===== config.mk =====
export PLATFORM = sky130hd
export DESIGN_NAME = button_led_ctrl_multi
export DESIGN_NICKNAME = d
export VERILOG_FILES = /design/src/rtl/btn_led_pkg.sv /design/src/rtl/btn_debounce_ch.sv /design/src/rtl/button_led_ctrl_multi.sv
export SDC_FILE = /design/constraint.sdc
export NUM_CORES = 1
export LEC_CHECK = 0
export CORE_ASPECT_RATIO = 1.4
export CORE_MARGIN = 2
export CORE_UTILIZATION = 48
export DETAILED_ROUTE_END_ITERATION = 10
export SYNTH_ARGS = -nofsm -noshare
export SYNTH_HDL_FRONTEND = slang
export SYNTH_HIERARCHICAL = 1
export SYNTH_SLANG_ARGS = --single-unit

===== constraint.sdc =====
create_clock -name clk -period 2.6 [get_ports clk]
set_input_delay 0.52 -clock clk [delete_from_list [all_inputs] [get_ports clk]]
set_output_delay 0.52 -clock clk [all_outputs]
set_load 0.01 [all_outputs]

===== src/rtl/btn_led_pkg.sv =====
// Shared types and sizing helpers for the multi-channel button/LED controller.
package btn_led_pkg;

   typedef enum logic [1:0] {
      MODE_TOGGLE      = 2'b00,
      MODE_MOMENTARY   = 2'b01,
      MODE_LONG_TOGGLE = 2'b10,
      MODE_DISABLED    = 2'b11
   } mode_t;

   localparam int MAX_CH = 16;

   // Counter width able to hold the value n itself.
   function automatic int cnt_w(input int n);
      return (n < 1) ? 1 : $clog2(n + 1);
   endfunction

endpackage


===== src/rtl/btn_debounce_ch.sv =====
// One button channel: synchroniser, polarity fix, debouncer,
// press edge detector and long-press hold counter.
module btn_debounce_ch
   import btn_led_pkg::*;
#(
   parameter int DB_CYCLES    = 100_000,
   parameter int LP_CYCLES    = 10_000_000,
   parameter bit BTN_ACT_HIGH = 1'b1
) (
   input  logic clk,
   input  logic rst_n,
   input  logic btn_raw,
   output logic db_state,
   output logic press_pulse,
   output logic long_pulse
);

   localparam int DW = cnt_w(DB_CYCLES);
   localparam int LW = cnt_w(LP_CYCLES);
   localparam logic [DW-1:0] DB_LAST = DW'(DB_CYCLES - 1);
   localparam logic [LW-1:0] LP_MAX  = LW'(LP_CYCLES);
   localparam logic [LW-1:0] LP_PRE  = LW'(LP_CYCLES - 1);
   localparam logic          REL_LVL = !BTN_ACT_HIGH;

   logic [1:0]    sync_q;
   logic          sample;
   logic          db_prev;
   logic [DW-1:0] db_cnt;
   logic [LW-1:0] hold_cnt;

   always_ff @(posedge clk or negedge rst_n) begin
      if (!rst_n) begin
         sync_q <= {2{REL_LVL}};
      end else begin
         sync_q <= {sync_q[0], btn_raw};
      end
   end

   assign sample = BTN_ACT_HIGH ? sync_q[1] : ~sync_q[1];

   // A level is accepted only after DB_CYCLES consecutive differing samples.
   always_ff @(posedge clk or negedge rst_n) begin
      if (!rst_n) begin
         db_state <= 1'b0;
         db_cnt   <= '0;
      end else if (sample == db_state) begin
         db_cnt   <= '0;
      end else if (db_cnt == DB_LAST) begin
         db_state <= sample;
         db_cnt   <= '0;
      end else begin
         db_cnt   <= db_cnt + 1'b1;
      end
   end

   always_ff @(posedge clk or negedge rst_n) begin
      if (!rst_n) begin
         db_prev     <= 1'b0;
         press_pulse <= 1'b0;
      end else begin
         db_prev     <= db_state;
         press_pulse <= db_state & ~db_prev;
      end
   end

   // Saturating hold counter: one long pulse per hold.
   always_ff @(posedge clk or negedge rst_n) begin
      if (!rst_n) begin
         hold_cnt   <= '0;
         long_pulse <= 1'b0;
      end else begin
         long_pulse <= db_state && (hold_cnt == LP_PRE);
         if (!db_state) begin
            hold_cnt <= '0;
         end else if (hold_cnt != LP_MAX) begin
            hold_cnt <= hold_cnt + 1'b1;
         end
      end
   end

endmodule


===== src/rtl/button_led_ctrl_multi.sv =====
// Multi-channel button-to-LED controller with per-channel
// run-time mode selection (toggle, momentary, long-toggle, disabled).
module button_led_ctrl_multi
   import btn_led_pkg::*;
#(
   parameter int NUM_CH       = 4,
   parameter int DB_CYCLES    = 100_000,
   parameter int LP_CYCLES    = 10_000_000,
   parameter bit BTN_ACT_HIGH = 1'b1,
   parameter bit LED_ACT_LOW  = 1'b1
) (
   input  logic                  clk,
   input  logic                  rst_n,
   input  logic [NUM_CH-1:0]     btn_raw,
   input  logic [2*NUM_CH-1:0]   mode,
   output logic [NUM_CH-1:0]     led_out,
   output logic [NUM_CH-1:0]     led_state,
   output logic [NUM_CH-1:0]     press_pulse,
   output logic [NUM_CH-1:0]     long_pulse
);

   logic [NUM_CH-1:0] db_state;
   logic [NUM_CH-1:0] led_nxt;

   for (genvar i = 0; i < NUM_CH; i++) begin : g_ch
      mode_t mode_i;
      mode_t mode_q;
      logic  led_n;

      btn_debounce_ch #(
         .DB_CYCLES    (DB_CYCLES),
         .LP_CYCLES    (LP_CYCLES),
         .BTN_ACT_HIGH (BTN_ACT_HIGH)
      ) u_ch (
         .clk         (clk),
         .rst_n       (rst_n),
         .btn_raw     (btn_raw[i]),
         .db_state    (db_state[i]),
         .press_pulse (press_pulse[i]),
         .long_pulse  (long_pulse[i])
      );

      assign mode_i = mode_t'(mode[2*i +: 2]);

      always_ff @(posedge clk or negedge rst_n) begin
         if (!rst_n) begin
            mode_q <= MODE_TOGGLE;
         end else begin
            mode_q <= mode_i;
         end
      end

      // A mode switch blanks the LED and swallows any coincident toggle.
      always_comb begin
         led_n = led_state[i];
         if (mode_i != mode_q) begin
            led_n = 1'b0;
         end else begin
            unique case (mode_i)
               MODE_TOGGLE:      led_n = led_state[i] ^ press_pulse[i];
               MODE_MOMENTARY:   led_n = db_state[i];
               MODE_LONG_TOGGLE: led_n = led_state[i] ^ long_pulse[i];
               MODE_DISABLED:    led_n = 1'b0;
               default:          led_n = 1'b0;
            endcase
         end
      end

      assign led_nxt[i] = led_n;
   end

   always_ff @(posedge clk or negedge rst_n) begin
      if (!rst_n) begin
         led_state <= '0;
         led_out   <= {NUM_CH{LED_ACT_LOW}};
      end else begin
         led_state <= led_nxt;
         led_out   <= led_nxt ^ {NUM_CH{LED_ACT_LOW}};
      end
   end

endmodule

# Word-level counts from Yosys, hierarchy flattened
# Cells that the tools add are included.
# op_classes
addsub,8
n_mul,0
n_div,0
magnitude_cmp,0
n_eq_ne,36
n_shift,0
n_mux,24
bitwise,21
reduce_logical,12
# ops
operator,n
2-to-1 mux 24 bit,8
2-to-1 mux 17 bit,8
"adder 24 x 1 -> 24 bit, second input constant",4
"equality test 24 bit, second input constant",4
"!= test 24 bit, second input constant",4
"adder 17 x 1 -> 17 bit, second input constant",4
"equality test 17 bit, second input constant",4
"equality test 2 bit, second input constant",8
one-hot mux 1 bit (4 select lines),4
"equality test 2 x 1 -> 1 bit, second input constant",4
logical NOT 2 bit,4
!= test 2 bit,4
"!= test 2 bit, second input constant",4
inverter 1 bit,8
AND reduction 2 bit,4
XOR 1 bit,8
bitwise AND 1 bit,4
equality test 1 bit,4
logical AND 1 bit,4
2-to-1 mux 1 bit,4
inverter 4 bit,1
# word_totals
register_bits,204
latch_bits,0
ram_bits,0
mem_bits_ro,0
inputBits,14
mem_count,0

# Depth between registers and ports, before layout
# Gate-level depths: netlist (run 1).
# logic_depth
depth_word,4
mapped_depth,7
depth_no_buf,6

# Modules after synthesis
# Netlist (run 1), hierarchy kept.
# modules_own_cells
module,instances,cells_each,area_each_um2,seq_area_each_um2
btn_debounce_ch (g_ch[0].u_ch ...),3,241,2361.0,1176.1
btn_debounce_ch (g_ch[1].u_ch),1,237,2308.5,1176.1
button_led_ctrl_multi,1,53,669.4,405.4

# Worst setup path after synthesis (run 1)
# OpenSTA, ideal clock, no wires.
# synth_path
path_type,register to register
start,register g_ch[1].u_ch.hold_cnt[0]
end,register g_ch[1].u_ch.hold_cnt[0]
t_arrival_ps,1910
t_required_ps,2522
slack_ps,612
path_stages_with_launch,7
path_buffers,0
period_less_slack_ps,1988
path_cell_list,dfrtp_1 inv_1 ha_1 or4b_1 or4b_4 or3_1 a21oi_1
# synth_via
elab_chain_len,3
# synth_rtl
element,line_no,source
start: declaration,btn_debounce_ch.sv:29,logic [LW-1:0] hold_cnt;
start signal: assignment,btn_debounce_ch.sv:76,hold_cnt <= hold_cnt + 1'b1;
adder 24 x 1 -> 24 bit,btn_debounce_ch.sv:76,
2-to-1 mux 24 bit,btn_debounce_ch.sv:75,end else if (hold_cnt != LP_MAX) begin
2-to-1 mux 24 bit,btn_debounce_ch.sv:73,if (!db_state) begin
# Several ways; a longest one is shown, not always the timed one. The select of a mux whose other input is x is not followed.
# A chain may end at the register's enable or synchronous reset.

# Final worst setup path (run 1)
# Ends and elaborated chain as after synthesis.

==> summary.txt, run 1 <==
Status
  • Status: finished, final reports clean

Yosys
  • Share of the synthesized area in the top cell type: 0.497
  • Synth warnings: 6
  • Synth Net Count: a little over 1000
  • Yosys cell types: 46
  • Synth Cell Area: 10100 µm²
  • Syn_area_per_cell: between 9 and 10 µm²
  • Most frequent cell after synthesis: dfrtp_1
  • Synthesized flop and latch total: about 200
  • Post-synth top cells: dfrtp_1, nor2_1, nand2_1, nand3_1, xor2_1
  • Synth top area cells: dfrtp_1, xor2_1, nor2_1, xnor2_1, nand2_1
  • Synthesized instance count: 1013
  • EDFF count, synth: 0
  • Seq/Total Area, Yosys: 0.508
  • Async SR Flop Fraction: 1.00
  • Prevailing post-synth register cell: dfrtp_1
  • Leading area contributor after synthesis: dfrtp_1

Clocking
  • Post-cts resize count: 0
  • Htree depth: 1
  • Setup bufs post-CTS: 0
  • CTS Buffer Depth: 3
  • Clock slew at reported path FFs: roughly 0.060 ns
  • CTS Buf Count: 22
  • Clock latency on the worst-skew pair: 0.51 ns
  • Post-CTS Hold Buffers: 1
  • Clock Tree Root: clkbuf_16
  • CTS sink count: 204
  • CTS tree: built

Power and ir drop
  • Pwr/cell area: slightly below 600 nW/µm²
  • VDD IR max: 0.000412 V
  • Leak Pwr: 4.48 nW

Die
  • Die W: 126 µm
  • Row Count: 62
  • I/O pins: 30
  • Die area: 22200 µm²
  • Die Ht: 175 µm
  • Starting Density: 0.489
  • Core ar.: 20600 µm²

Timing
  • Fin crit period: 2.09 ns
  • Total negative slack: 0 ns
  • Worst slew pin tran: a little under 0.7 ns
  • Slew HR: 0.546
  • Unrepaired setup endpoints after global routing: false
  • Maximum clock rate: 478 MHz
  • Clock Skew: 0.0192 ns
  • Final Hold Viols: 0
  • Period utilization: 0.805
  • Fin. max-slew vios: 0
  • Final count of negative-setup-slack endpoints: 0

Placed design
  • Gpl congestion: between 0.7 and 0.8
  • Port Buf Inserts: 29
  • Post-Place Cell Area: roughly 11000 µm²
  • Post-DP HPWL: 13100 µm

Final layout
  • Fin area: approximately 11000 µm²
  • N_diodes: 0
  • Area grow syn2layout: 13.7%
  • Ratio of cells with drive above 1 in the final layout: 0.0694
  • Layout net count: about 1100

Detailed routing
  • Per-cell routed wire length: 15.0 µm
  • 1st-iter DRT viols: between 300 and 400
  • TritonRoute pass-1 iters: 4
  • Via count: approximately 7500
  • WL final: 19900 µm
  • Drt via density: 5.63
  • DRC Markers: 0
  • Antenna-violating nets left: 0

GRT
  • Global route overflow: 0
  • Total GRT Usage: 0.182
  • Initial antenna violation count: 0
  • Largest net degree at the start of global routing: 66
  • Vias in the first global route: about 7400
  • First-pass GRT wire length: 34600 µm

Setup path
  • CP Launch Type: register
  • Worst-path maximum fanout: 3
  • Worst Setup End Kind: register
  • Worst EP required: 3.03 ns
  • Kind of critical path: register to register
  • WP data arrival: 2.53 ns

Min path
  • Hold WC Path Type: register to register

Flow run
  • Max Cap Viol: 0
==> final timing paths <==
path                       slack [ns]  cells after the start                        to                      from
setup / recovery                 0.51                      6  g_ch[1].u_ch/hold_cnt[0]  g_ch[1].u_ch/hold_cnt[0]
hold / removal                   0.35                      0    g_ch[2].u_ch/sync_q[1]    g_ch[2].u_ch/sync_q[0]
setup reg to reg                 0.51                      6  g_ch[1].u_ch/hold_cnt[0]  g_ch[1].u_ch/hold_cnt[0]
hold reg to reg                  0.35                      0    g_ch[2].u_ch/sync_q[1]    g_ch[2].u_ch/sync_q[0]
max in group asynchronous        1.31                      3                led_out[1]                     rst_n
min in group asynchronous        0.53                      2  g_ch[0].u_ch/hold_cnt[3]                     rst_n
==> cell usage in the layout, fill, tap and decap left out, types with 4 or more instances in the layout <==
cell type / count
or4_1: 13
a21oi_1: 41
xor2_1: 57
ha_1: 12
nor4b_1: 17
nor3b_1: 6
and2_1: 5
mux2_2: 4
and4_1: 24
nor4_1: 28
nand2_1: 90
nor2_1: 123
mux2i_1: 20
nand3_1: 62
o21ai_0: 25
o31ai_1: 15
clkdlybuf4s50_1: 28
and3_1: 9
nand4_1: 48
dfstp_2: 4
clkbuf_1: 5
xnor2_1: 47
clkbuf_16: 23
nand2b_1: 21
dfrtp_1: 200
buf_4: 9
or3_1: 21
inv_1: 22
or2_2: 4
nor3_1: 23
or3_2: 9
o21ai_1: 4
nor4bb_1: 5
==> layer usage <==
layer	track usage	vias to the layer above	wire length [µm]
met1	0.232	3629	8980
li1	-	3700	-
met4	0.0531	0	428
met5	0	-	0
met3	0.0238	32	536
met2	0.323	92	9970
==> state kept, by name (all words and copies together) (netlist names) <==
name	flops
led_state	4
g_ch.u_ch/sync_q	8
led_out	4
g_ch.u_ch/db_cnt	68
g_ch.u_ch/press_pulse	4
g_ch.mode_q	8
g_ch.u_ch/db_state	4
g_ch.u_ch/hold_cnt	96
g_ch.u_ch/db_prev	4
g_ch.u_ch/long_pulse	4
==> report_power, final <==
| group | internal [W] | total [W] | switching (W) |
|---|---|---|---|
| logic | 0.0000491 | 0.000153 | 0.000104 |
| clock network | 0.00201 | 0.00330 | 0.00129 |
| registers | 0.00320 | 0.00323 | 0.0000245 |
| total | 0.00527 | 0.00668 | 0.00142 |
==> cells by family after synthesis <==
kind of cell | synth area share
DFF | 0.508
xor gates and xnor gates | 0.0905
adders and majority gates | 0.0149
and+or+nand+nor | 0.283
muxes | 0.0266
AOI/OAI and AO/OA | 0.0561
buffers and inverters | 0.0205
==> metrics by stage <==
| stage | instances | utilization | worst slack (ns) | total power [W] | hold WS (ns) |
|---|---|---|---|---|---|
| after CTS | 1323 | 0.557 | 0.495 | 0.00679 | 0.354 |
| final | 1323 | 0.557 | 0.507 | 0.00668 | 0.349 |
| after global placement | 1282 | 0.519 | 0.552 | 0.00344 | 0.335 |
| after detailed placement | 1282 | 0.519 | 0.508 | 0.00344 | 0.335 |
| after global routing | 1323 | 0.557 | 0.357 | 0.00693 | 0.365 |
| after floorplan | 1013 | - | 0.612 | 0.00333 | 0.224 |
==> layout make-up <==
class	count	area, µm²
Sequential cell	204	5110
Timing Repair Buffer	41	413
Clock buffer	31	636
Tap cell	256	320
Clock inverter	9	136
Inverter	22	82.6
Fill cell	1849	9110
Multi-Input combinational cell	760	4740
==> worst max-delay path: stages (launching register included) <==
cell     delay [ns]
dfrtp_1        0.40
inv_1          0.09
ha_1           0.14
or4b_1         0.42
or4b_4         0.50
or3_1          0.31
a21oi_1        0.16
(Power assumes the default switching activity.)
==> run 2: changes to the inputs <==
--- a/config.mk
+++ b/config.mk
@@ -9,6 +9,7 @@
 export CORE_MARGIN = 2
 export CORE_UTILIZATION = 48
 export DETAILED_ROUTE_END_ITERATION = 10
+export PLACE_DENSITY = 0.67
 export SYNTH_ARGS = -nofsm -noshare
 export SYNTH_HDL_FRONTEND = slang
 export SYNTH_HIERARCHICAL = 1
==> constraint.sdc (replaced) <==
create_clock -name clk -period 1.8 [get_ports clk]
set_input_delay 0.36 -clock clk [delete_from_list [all_inputs] [get_ports clk]]
set_output_delay 0.36 -clock clk [all_outputs]
set_load 0.01 [all_outputs]
==> summary.txt, run 2 (synthesized netlist as in run 1, its figures left out) <==
Clocking
  • CTS Buf Count: 22
  • Clock slew at reported path FFs: 0.06 ns
  • Clock latency on the worst-skew pair: ~0.5 ns
  • CTS tree: built
  • CTS sink count: 204
  • Htree depth: 1
  • CTS Buffer Depth: 3
  • Clock Tree Root: clkbuf_16

Final layout
  • Ratio of cells with drive above 1 in the final layout: 0.198
  • Most common cell after layout, fill and taps aside: dfrtp_1
  • Reg with most FFs: g_ch.u_ch/hold_cnt
  • Layout net count: 1188
  • N_diodes: 0
  • Max FFs per register: 96
  • Non-Filler Instances: ~1400
  • Top flop regs: g_ch.u_ch/hold_cnt (96), g_ch.u_ch/db_cnt (68)
  • Commonest cells after routing, fill and taps aside: dfrtp_1, nor2_1, buf_4
  • Area grow syn2layout: 25.1%

Timing
  • Clock Skew: around 0.012 ns
  • Final count of negative-setup-slack endpoints: 3
  • Fin. max-slew vios: 0
  • Final Hold Viols: 0
  • Period utilization: 1.13
  • Total negative slack: -0.671 ns
  • Fin crit period: 2.04 ns
  • Maximum clock rate: 490 MHz
  • Setup ws final: -0.242 ns
  • Unrepaired setup endpoints after global routing: true
  • Worst slew pin tran: 0.545 ns
  • Slew HR: 0.636

Detailed routing
  • Drt via density: 5.57
  • 1st-iter DRT viols: 451
  • WL final: 21300 µm
  • Antenna-violating nets left: 0
  • Per-cell routed wire length: 14.8 µm
  • TritonRoute pass-1 iters: 5
  • Via count: 7992
  • DRC Markers: 0

GRT
  • Vias in the first global route: ~8000
  • Initial antenna violation count: 0
  • Largest net degree at the start of global routing: 46
  • Total GRT Usage: 0.191
  • Global route overflow: 0
  • First-pass GRT wire length: 36400 µm

Placed design
  • Cells after DPL: 1385
  • Post-DP HPWL: roughly 15000 µm
  • Gpl congestion: 0.832
  • Port Buf Inserts: 29

Power and ir drop
  • VDD IR max: ~0.00067 V
  • Leak Pwr: ~5.2 nW
  • Pwr/cell area: roughly 760 nW/µm²

Status
  • Status: complete, but fails checks
  • Failing checks: negative setup slack

Setup path
  • Worst Setup End Kind: register
  • Worst-path maximum fanout: 3
  • WP data arrival: 2.48 ns
  • Worst EP required: roughly 2.2 ns
  • CP Launch Type: register
  • Kind of critical path: register to register

Die
  • Die Ht: 175 µm
  • Die W: 126 µm
  • Row Count: 62
  • Core ar.: 20600 µm²
  • Die area: approximately 22000 µm²
  • I/O pins: 30
  • Starting Density: 0.489

Flow run
  • Max Cap Viol: 0

Min path
  • Hold WC Path Type: input pin to register
[run 2: layer usage]
metal	wire [µm]	vias up	GRT usage
met5	0	-	0
met4	469	0	0.0632
met3	569	37	0.0238
met2	11000	89	0.340
met1	9230	3939	0.241
li1	-	3927	-
[run 2: final timing paths]
kind	slack (ns)	cells after the start	end	from
worst max-delay path	-0.24	6	g_ch[1].u_ch/hold_cnt[0]	g_ch[1].u_ch/hold_cnt[0]
worst min-delay path	0.30	1	g_ch[3].u_ch/sync_q[0]	btn_raw[3]
worst max register to register	-0.24	6	g_ch[1].u_ch/hold_cnt[0]	g_ch[1].u_ch/hold_cnt[0]
worst min register to register	0.35	0	g_ch[3].u_ch/sync_q[1]	g_ch[3].u_ch/sync_q[0]
max in group asynchronous	0.77	3	g_ch[2].u_ch/sync_q[0]	rst_n
min in group asynchronous	0.36	2	g_ch[1].u_ch/sync_q[0]	rst_n
[run 2: critical path, cell delays in order (launching register included)]
cell	delay (ns)
dfrtp_1	0.39
inv_2	0.07
ha_1	0.13
or4b_1	0.42
or4b_4	0.51
or3_4	0.34
a21oi_2	0.11
[run 2: area by class of cell]
cell class                 count  area, µm²
clock buffer                  32        669
multi-input combinational    762       5050
fill                        1762       7970
sequential                   204       5110
timing repair buffer         150       1260
inverter                      22       82.6
clock inverter                 8       92.6
tap                          256        320
[run 2: report_power, final]
| group | leakage, nW | internal [W] | total [W] | switching [W] |
|---|---|---|---|---|
| registers | 2.79 | 0.00463 | 0.00466 | 0.0000343 |
| logic | 2.07 | 0.0000858 | 0.000240 | 0.000154 |
| clock network | 0.378 | 0.00286 | 0.00465 | 0.00178 |
| total | 5.23 | 0.00758 | 0.00955 | 0.00197 |
[run 2: through the flow]
step | worst slack (ns) | area [µm²] | util | power [W] | hold slack, ns
2_1_floorplan | -0.171 | 10100 | - | 0.00481 | 0.0644
3_3_place_gp | -0.209 | 11500 | 0.559 | 0.00499 | 0.330
3_5_place_dp | -0.236 | 11500 | 0.559 | 0.00499 | 0.337
4_1_cts | -0.225 | 12300 | 0.600 | 0.00971 | 0.281
5_1_grt | -0.331 | 12600 | 0.612 | 0.00991 | 0.283
6_report | -0.242 | 12600 | 0.612 | 0.00955 | 0.300
[run 2: what timing repair did]
action                     CTS  global route
setup buffers                3             5
gates cloned                 0             2
gates resized for setup     22            49
pin swaps                    7            15
hold endpoints to repair    39             0
hold buffers                 1             0
setup endpoints to repair   31            43
